### config.mk
export PLATFORM = sky130hd
export DESIGN_NAME = shift_arbiter
export DESIGN_NICKNAME = d
export VERILOG_FILES = /design/src/rtl/shift_arbiter.sv
export SDC_FILE = /design/constraint.sdc
export NUM_CORES = 1
export LEC_CHECK = 0
export CAP_MARGIN = 5
export CORE_ASPECT_RATIO = 0.75
export CORE_MARGIN = 3
export CORE_UTILIZATION = 45
export DETAILED_ROUTE_END_ITERATION = 8
export GPL_ROUTABILITY_DRIVEN = 0
export PLACE_DENSITY = 0.76
export SYNTH_ARGS = -nofsm -noshare
export SYNTH_HDL_FRONTEND = slang
export SYNTH_SLANG_ARGS = --single-unit
### constraint.sdc
create_clock -name clk -period 3 [get_ports clk]
set_input_delay 0.6 -clock clk [delete_from_list [all_inputs] [get_ports clk]]
set_output_delay 0.6 -clock clk [all_outputs]
set_load 0.02 [all_outputs]
### src/rtl/shift_arbiter.sv
// shift_arbiter: round-robin arbiter that shares one barrel shifter between NREQ requesters.
// Define SHIFT_ERR_EN to add rsp_err, which flags out-of-range shift amounts and the pass-through selector.
module shift_arbiter #(
  parameter int NREQ = 4,
  parameter int IDW  = 2
) (
  input  logic                 clk,
  input  logic                 rst_n,
  input  logic [NREQ-1:0]      req_valid,
  output logic [NREQ-1:0]      req_ready,
  input  logic [32*NREQ-1:0]   req_data,
  input  logic [6*NREQ-1:0]    req_shift,
  input  logic [2*NREQ-1:0]    req_sel,
  output logic                 rsp_valid,
  input  logic                 rsp_ready,
  output logic [31:0]          rsp_data,
  output logic [IDW-1:0]       rsp_id
`ifdef SHIFT_ERR_EN
  ,
  output logic                 rsp_err
`endif
);

  typedef enum logic [1:0] {IDLE, EXEC, RESP} state_t;

  state_t         r_state;
  logic [IDW-1:0] r_rr_ptr;
  logic [IDW-1:0] r_op_id;
  logic [31:0]    r_op_data;
  logic [5:0]     r_op_shift;
  logic [1:0]     r_op_sel;

  logic           w_gnt_found;
  logic [IDW-1:0] w_gnt_idx;
  logic [IDW-1:0] w_idx;
  logic [IDW-1:0] w_next_ptr;
  logic           w_accept;
  logic [31:0]    w_shift_res;
  logic           w_shift_err;

  function automatic logic [31:0] barrel(input logic [31:0] d, input logic [5:0] sh,
                                         input logic [1:0] sel);
    logic [31:0] res;
    res = d;
    if (sh <= 6'd32) begin
      case (sel)
        2'b00: if (sh == 6'd32) res = 32'd0; else res = d << sh[4:0];
        2'b01: if (sh == 6'd32) res = 32'd0; else res = d >> sh[4:0];
        2'b10: if (sh == 6'd32) res = {32{d[31]}}; else res = $signed(d) >>> sh[4:0];
        default: res = d;
      endcase
    end
    return res;
  endfunction

  // Search from the round-robin pointer upward, wrapping modulo NREQ.
  always_comb begin
    w_gnt_found = 1'b0;
    w_gnt_idx   = '0;
    w_idx       = '0;
    for (int k = 0; k < NREQ; k++) begin
      w_idx = IDW'((int'(r_rr_ptr) + k) % NREQ);
      if (!w_gnt_found && req_valid[w_idx]) begin
        w_gnt_found = 1'b1;
        w_gnt_idx   = w_idx;
      end
    end
  end

  // Gated by rst_n so no accept is offered while reset is held.
  assign req_ready   = (r_state == IDLE && w_gnt_found && rst_n) ? (NREQ'(1) << w_gnt_idx) : '0;
  assign w_accept    = |(req_valid & req_ready);
  assign w_next_ptr  = IDW'((int'(w_gnt_idx) + 1) % NREQ);
  assign w_shift_res = barrel(r_op_data, r_op_shift, r_op_sel);
  assign w_shift_err = (r_op_shift > 6'd32) || (r_op_sel == 2'b11);

  always_ff @(posedge clk or negedge rst_n) begin
    if (!rst_n) begin
      r_state    <= IDLE;
      r_rr_ptr   <= '0;
      r_op_id    <= '0;
      r_op_data  <= '0;
      r_op_shift <= '0;
      r_op_sel   <= '0;
      rsp_valid  <= 1'b0;
      rsp_data   <= '0;
      rsp_id     <= '0;
`ifdef SHIFT_ERR_EN
      rsp_err    <= 1'b0;
`endif
    end else begin
      case (r_state)
        IDLE: begin
          if (w_accept) begin
            r_op_data  <= req_data[32*w_gnt_idx +: 32];
            r_op_shift <= req_shift[6*w_gnt_idx +: 6];
            r_op_sel   <= req_sel[2*w_gnt_idx +: 2];
            r_op_id    <= w_gnt_idx;
            r_rr_ptr   <= w_next_ptr;
            r_state    <= EXEC;
          end
        end
        EXEC: begin
          rsp_data  <= w_shift_res;
          rsp_id    <= r_op_id;
`ifdef SHIFT_ERR_EN
          rsp_err   <= w_shift_err;
`endif
          rsp_valid <= 1'b1;
          r_state   <= RESP;
        end
        RESP: begin
          if (rsp_ready) begin
            rsp_valid <= 1'b0;
            r_state   <= IDLE;
          end
        end
        default: r_state <= IDLE;
      endcase
    end
  end

`ifndef SHIFT_ERR_EN
  logic w_unused;
  assign w_unused = w_shift_err;
`endif

endmodule
# Word level (Yosys, flattened, before mapping)
# Cells that the tools add are included.
dict set report totals {
  regBits 81
  input_bits 167
  out_inout_bits 39
  wordCells 76
}
dict set report classes {
  addsub 4
  mul 1
  order_cmp 5
  n_eq_ne 7
  shift 7
  n_mux 27
  n_bitwise 1
  n_reduce_logical 15
}
# cell n
set ops {}
lappend ops {{two-way mux 32 bit} 4}
lappend ops {{variable part select 128 x 8 -> 32 bit} 1}
lappend ops {{case mux 32 bit (3 select lines)} 1}
lappend ops {{<< shifter 32 x 5 -> 32 bit} 1}
lappend ops {{>> shifter 32 x 5 -> 32 bit} 1}
lappend ops {{>>> shifter 32 x 5 -> 32 bit} 1}
lappend ops {{variable part select 24 x 6 -> 6 bit} 1}
lappend ops {{less-than comparator 2 x 3 -> 1 bit (second input constant)} 4}
lappend ops {{two-way mux 2 bit} 6}
lappend ops {{two-way mux 1 bit} 9}
lappend ops {{binary-select mux 1 bit (select 2 bit)} 4}
lappend ops {{variable part select 8 x 4 -> 2 bit} 1}
lappend ops {{equality test 6 bit (second input constant)} 1}
lappend ops {{less-or-equal comparator 6 bit (second input constant)} 1}
lappend ops {{case mux 2 bit (3 select lines)} 1}
lappend ops {{AND reduction 2 bit} 3}
lappend ops {{logical AND 1 bit} 5}
lappend ops {{adder 2 x 1 -> 2 bit (second input constant)} 2}
lappend ops {{adder 2 bit (second input constant)} 2}
lappend ops {{bitwise AND 4 bit} 1}
lappend ops {{equality test 2 x 1 -> 1 bit (second input constant)} 2}
lappend ops {{equality test 2 bit (second input constant)} 2}
lappend ops {{zero test 2 bit} 2}
lappend ops {{multiplier 2 x 2 -> 4 bit (first input constant)} 1}
lappend ops {{other kinds (7)} 10}

# Longest topological paths before layout
dict set report logic_depth {
  depth_word 19
  ltp_mapped 11
  mapped_depth_nobuf 6
}

# Least setup slack after synthesis
# No wires, ideal clock.
dict set report synth_timing {
  kind {input port to output port}
  startpoint {input req_valid[3]}
  endpoint {output req_ready[1]}
  arrival_time_ns 2.008
  t_required_ns 2.400
  setup_slack_ns 0.392
  stages 7
  n_path_buf 2
  path_cell_list {nand2_1 -> and3_1 -> a311oi_2 -> buf_2 -> buf_2 -> nand2_1 -> nor2_1}
}
dict set report synth_between {
  elab_chain_cells 15
  elab_cells_between_ends 26
  cone_classes {shift (1); mux (17); reduce/logical (8)}
}
# element line_no
set synth_rtl {}
lappend synth_rtl {{from (decl)} 9} ;# input logic [NREQ-1:0] req_valid,
lappend synth_rtl {{binary-select mux 1 bit (select 2 bit)} 63} ;# if (!w_gnt_found && req_valid[w_idx]) begin
lappend synth_rtl {{two-way mux 1 bit (implied by the code)} 63}
lappend synth_rtl {{two-way mux 1 bit} 63}
lappend synth_rtl {{zero test 1 bit} 63}
lappend synth_rtl {{logical AND 1 bit} 63}
lappend synth_rtl {{two-way mux 1 bit} 63}
lappend synth_rtl {{zero test 1 bit} 63}
lappend synth_rtl {{logical AND 1 bit} 63}
lappend synth_rtl {{two-way mux 1 bit} 63}
lappend synth_rtl {{zero test 1 bit} 63}
lappend synth_rtl {{logical AND 1 bit} 63}
lappend synth_rtl {{two-way mux 1 bit} 63}
lappend synth_rtl {{logical AND 1 bit (2 in series)} 71} ;# assign req_ready = (r_state == IDLE && w_gnt_found && rst_n) ? (NREQ'(1) << w_gnt_idx) : '0;
lappend synth_rtl {{two-way mux 4 bit *} 71}
lappend synth_rtl {{to (decl)} 10} ;# output logic [NREQ-1:0] req_ready,
# Every way passes the cells marked *; elsewhere a longest branch is shown, timed or not. The select of a mux whose other input is x is not followed.

# Worst setup path after layout
dict set report layout_timing {
  startpoint {input req_valid[3]}
  endpoint {output req_ready[3]}
}
# The elaborated chain is that of the path after synthesis.

==> impl_metrics.yaml <==
finish:
  final_common_cell: "clkdlybuf4s50_1"
  fillers: 1665
  final_util_pct: 61.4
  area_growth_pct: 31.1
  final_nets: 1308
  antennaDiodeCount: 0
  regArea_um2: 2030
  mostFrequentLayoutCells: "clkdlybuf4s50_1 (200), mux2i_1 (175), dfrtp_1 (77)"
  drive_gt1_share_pct: 21.5
  multi_input_area_um2: 6650
pwr:
  p_seq_share_pct: 19.7
  clockPowerShare_pct: 8.2
  power_frac_comb_pct: 72.1
  vdd_drop_max_mv: 0.515
  power.internal_uw: 8050
  leakage_uw: 0.00492
  switching_power_uw: 8390
  swShare_pct: 51.0
  power_density_nw_per_um2: 1350
clocking:
  cts_root_buf: "clkbuf_16"
  cts.sinks: 81
  insertion_delay_ps: 370
  cts_tree: "done"
  cts_max_path_buffers: 2
  htreeDepth: 3
  path_clk_slew_ps: 70
  numCtsBuffers: 9
floorplan:
  ioPinCount: 206
  dieHeight_um: 130
  initial_core_util_pct: 46.9
  rows: 44
  core_um2: 19800
  dieArea_um2: 22400
  die_x_um: 172
critical_path:
  arrival_ps: 2310
  worstPathCellList: "clkdlybuf4s50_1, buf_4, a21oi_1, a311oi_4, buf_6, and3_1, dlygate4sd2_1"
  criticalPathCategory: "primary input to output pin"
  cp_slowest_cell: "clkdlybuf4s50_1"
  crit_path_max_incr_delay_ps: 480
  worstPathRequired_ps: 2400
  start_kind: "primary input"
  cp-end-kind: "output pin"
  cp_max_fo: 6
  reg2regPathDepth: 7
global_route:
  grt_start_max_net_pins: 56
  grt_pass1_vias: 9273
  antenna_found_initial: 1
  grt_pass1_wl_um: 53500
  overflow: 0
  track_usage_pct: 31.1
drt:
  drt_iter0_drc: 1729
  vias_per_cell: 6.89
  detail_route.first_pass.iterations: 9
  wl_per_cell_um: 25.2
  wl_um: 35300
  dr_total_vias: 9637
  final_antenna_net_count: 0
  drc: 37
timing:
  fmax_ghz: 0.344
  timing.final.crit_share_pct: 97.0
  worst_slew_pin_slew_ps: 777
  final.setup.worst_slack_ps: 91.0
  rsz0062_at_grt: "no"
  finalSetupViolCount: 0
  tns_ps: 0
  period_minus_slack_ps: 2910
  skew_ps: 9.31
  slew-limit-headroom_pct: 48.2
  slew_viol_final: 0
  finalHoldViolations: 0
  fin_hold_ws_ps: 270
yosys:
  netlist_area_um2: 9270
  synth_largest_area_cell: "dfrtp_1"
  ys_top_cells_by_area: "dfrtp_1 (22%), mux2i_1 (19%), mux4_2 (16%)"
  synth.avg_cell_area_um2: 9.61
  yosysTopAreaCellShare_pct: 21.9
  synth_flop_cell: "dfrtp_1"
  ys_warn_count: 0
  synthArstFlopShare_pct: 100
  yosysUniqueCellTypes: 78
  yosysSeqAreaShare_pct: 21.9
  syn_nets: 1131
  ys_seq_elements: 81
  synth_cells: 964
  synth_edf_count: 0
hold_path:
  hold_path_class: "primary input to async pin"
placed_design:
  hpwl_um: 26800
  io_buffers: 205
  dp_slack_ps: -270
status:
  status: "complete, but fails checks"
  failed_checks: "DRC"
run:
  maxCapViolations: 0
-- routing by layer --
| metal | up-vias | wire length [um] | global-route usage [%] |
|---|---|---|---|
| met2 | 764 | 14700 | 45.6 |
| met3 | 171 | 5210 | 13.7 |
| met4 | 6 | 1830 | 13.5 |
| met1 | 4620 | 13400 | 39.8 |
| met5 | - | 126 | 2.83 |
| li1 | 4076 | - | - |
-- critical path, delay by kind of cell --
family / cells / cell delay, ps
compound gates: 2 / 440
buf+inv: 4 / 1110
simple gates: 1 / 140
-- per-stage QoR --
stage / cell area [um^2] / total power (uW) / instances
detailed placement: 11800 / 14500 / 1382
global route: 12100 / 17000 / 1399
floorplan: 9270 / 10500 / 964
CTS: 12100 / 15900 / 1399
finish: 12100 / 16400 / 1399
global placement: 11800 / 14300 / 1382
-- flip-flops by register name, indices dropped and copies added, names as in the netlist --
signal      count
r_op_id         2
rsp_data       32
r_rr_ptr        2
r_op_sel        2
r_op_data      32
r_op_shift      6
rsp_id          2
rsp_valid       1
r_state         2
-- what timing repair did --
item	CTS	global route
pin swaps	1	1
setup buffers	1	0
resized for setup	4	5
setup endpoints to repair	4	3
hold buffers	0	0
-- power groups by stage --
stage                     logic, uW  registers (uW)  clock network, uW
final                         11900            3230               1350
after global routing          12400            3260               1420
after CTS                     11400            3120               1370
after detailed placement      11300            3140                  0
after global placement        11200            3120                  0
after floorplan                8250            2260                  0
-- area by class of cell --
type | instances | share of cell area, %
Clock inverter | 7 | 1.07
Clock buffer | 9 | 1.85
Timing Repair Buffer | 284 | 22.7
Tap cell | 253 | 2.61
Sequential cell | 81 | 16.8
Multi-Input combinational cell | 756 | 54.8
Inverter | 9 | 0.278
-- Yosys cell counts, drive strengths merged (3+ instances only) --
cell,n
nand2b,8
o31ai,7
a2bb2oi,3
clkbuf,61
nor3,9
a211o,4
a21o,4
nor2,67
o32ai,3
a221oi,3
nor4,4
o221ai,7
and2,3
o21a,5
nand3,20
mux2,66
mux2i,175
nor2b,10
mux4,67
a21oi,53
a22o,4
nor3b,4
o22ai,24
a31oi,11
inv,7
and3,6
a311oi,4
a211oi,13
a22oi,7
nand2,68
buf,57
o211ai,21
a21boi,3
dfrtp,81
o21ai,34
-- kinds of logic (layout without fill, tap and decap cells) --
| kind of cell | Yosys count | count (layout) | share of synthesized area, % |
|---|---|---|---|
| AO/OA/AOI/OAI | 235 | 235 | 17.3 |
| multiplexers | 308 | 308 | 43.4 |
| AND/OR/NAND/NOR | 210 | 210 | 10.6 |
| flip-flops | 81 | 81 | 21.9 |
| buffers and inverters | 127 | 309 | 6.56 |
| XOR/XNOR | 3 | 3 | 0.284 |
-- worst paths after layout --
| kind | start | end | slack [ps] |
|---|---|---|---|
| worst max-delay path | req_valid[3] | req_ready[3] | 90 |
| worst min-delay path | rst_n | rsp_data[0] | 270 |
| worst max register to register | r_op_shift[0] | rsp_data[12] | 220 |
| worst min register to register | r_op_id[1] | rsp_id[1] | 490 |
| max in group asynchronous | rst_n | r_op_shift[0] | 1640 |
| min in group clk | r_op_id[1] | rsp_id[1] | 490 |
Power figures use the tool's default switching activity.
==> RTL change (same settings) <==
Reset style: synchronous (`rst_n`), changed in one clocked block.
--- a/src/rtl/shift_arbiter.sv
+++ b/src/rtl/shift_arbiter.sv
@@ -76,3 +76,3 @@
 
-  always_ff @(posedge clk or negedge rst_n) begin
+  always_ff @(posedge clk) begin
     if (!rst_n) begin
Check against the original RTL: not equivalent (a bounded check fails within 4 cycles, from zero or initial values and one cycle with rst_n low; the reset may be asserted at any time).
==> RTL change against the unedited design <==
The run still ends with DRC left; area after synthesis up 2.3%; sequential cell count unchanged; setup slack worse by 0.023 ns; wire length up 2.1%; count of clock-buffer cells in the layout up 2; cell area up 0.65%; highest routed layer unchanged.
Power is not compared: it rests on default switching activity, and its combinational part moved more than twofold at a synthesized area within 25%.
==> RTL change: results (changes against the unedited design) <==
Timing
  • Clock skew: 0.00645 ns (-0.00287 ns)
  • Slew of the pin with the lowest slew margin: 0.865 ns (+0.0886 ns)

GRT
  • Initial antenna violation count: 0 (-1)
  • First-pass GRT wire length: 56700 um (+6.0%)
  • Largest net degree at the start of global routing: 84 (+50%)
  • Gr usage total: 30.9% (-0.25 points)

Placed design
  • DP Cell Count: 1524 (+10%)
  • Placed standard-cell area: 11900 um^2 (+0.86%)
  • Dpl hpwl: 26300 um (-1.9%)
  • Dpl ws: -0.225 ns (+0.0442 ns)

Logic synthesis
  • Top cells by area, synth: dfxtp_1, mux4_2, mux2i_1
  • Syn Nets: 1272 (+12%)
  • Async S/R FF share, synth: 0% (-100 points)
  • Yosys warnings: 0 (unchanged)
  • Register area share after synthesis: 17.1% (-4.8 points)
  • Cell variety after synth: 80 (+2.6%)
  • Post-Syn Area per Cell: 8.58 um^2 (-11%)
  • Synth top cells by count: mux2i_1, o21ai_0, nand2_1

Detailed routing
  • Routed len/inst: 23.4 um (-7.3%)
  • Routed WL: 36000 um (+2.1%)
  • Vias: 10354 (+7.4%)
  • Iteration-0 DRC Markers: 1661 (-3.9%)
  • Residual DRC: 5 (-86%)

CTS
  • Clock Path Buffers: 2 (unchanged)
  • Cts bufs inserted: 9 (unchanged)

Hold path
  • Hold/Removal Path Class: register to register

Finish
  • # fillers: 1780 (+6.9%)
  • Layout net count: 1421 (+8.6%)
  • Share of cells above drive strength 1: 19.4% (-2.1 points)

Run status
  • Status: finished with violations
  • Failing checks: DRC

Worst setup path
  • CP Max Fanout: 4 (-2)
  • Critical Path Max Stage Delay: 0.46 ns (-0.02 ns)
  • Arrival time at the worst endpoint: 2.33 ns (+0.02 ns)
==> RTL change: cell count changes in the layout (fill, tap and decap cells not counted), sizes merged, moves of 12 or more <==
cell / before / now
nand3: 20 / 57
nand2: 68 / 85
o22ai: 24 / 8
mux2i: 175 / 143
o21ai: 34 / 123
dfxtp: 0 / 81
buf: 80 / 68
dfrtp: 81 / 0
==> RTL change: layout make-up <==
type	count	area share, %
timing repair buffer	272	22.0
clock buffer	11	1.99
inverter	12	0.369
sequential	81	13.3
tap	282	2.89
multi-input combinational	878	58.9
clock inverter	5	0.502
==> RTL change: cells by family after synthesis <==
family / share of synthesized area, %
AOI/OAI and AO/OA: 21.9
xor gates and xnor gates: 0.185
buffers and inverters: 7.44
DFF: 17.1
muxes: 39.0
and+or+nand+nor: 14.4
==> RTL change: per-stage QoR <==
step | utilization (%) | power (mW)
floorplan | - | 4.35
global placement | 58.2 | 5.76
detailed placement | 58.2 | 5.82
CTS | 59.6 | 6.99
global route | 59.8 | 7.50
finish | 59.8 | 7.22
==> RTL change: power breakdown <==
part,total [mW],internal (mW),switching (mW)
Clock,1.15,0.674,0.479
Combinational,4.29,1.99,2.30
Sequential,1.77,1.25,0.522
Total,7.22,3.92,3.30
==> RTL change: per-layer routing <==
| metal | routed length (um) | track usage (%) | up-vias |
|---|---|---|---|
| li1 | - | - | 4513 |
| met4 | 2160 | 15.6 | 4 |
| met5 | 52 | 0 | - |
| met3 | 5570 | 13.0 | 187 |
| met2 | 14600 | 43.8 | 894 |
| met1 | 13700 | 40.0 | 4756 |
==> RTL change: final timing paths <==
check | from | to | slack, ns | cells past startpoint
worst min register to register | rsp_data[6] | rsp_data[6] | 0.45 | 2
worst max register to register | r_op_shift[1] | rsp_data[13] | 0.16 | 7
worst min-delay path | rsp_data[6] | rsp_data[6] | 0.45 | 2
worst max-delay path | req_valid[1] | req_ready[0] | 0.07 | 6
==> RTL change: timing repair <==
action,in CTS,in global routing
pin swaps,0,0
setup endpoints to repair,4,4
gates resized for setup,5,1
setup buffers,0,1
==> RTL change: worst max-delay path, delay by kind of cell <==
| family | cells | cell delay [ns] |
|---|---|---|
| and+or+nand+nor | 2 | 0.58 |
| buffers and inverters | 3 | 0.90 |
| AOI/OAI and AO/OA | 1 | 0.25 |
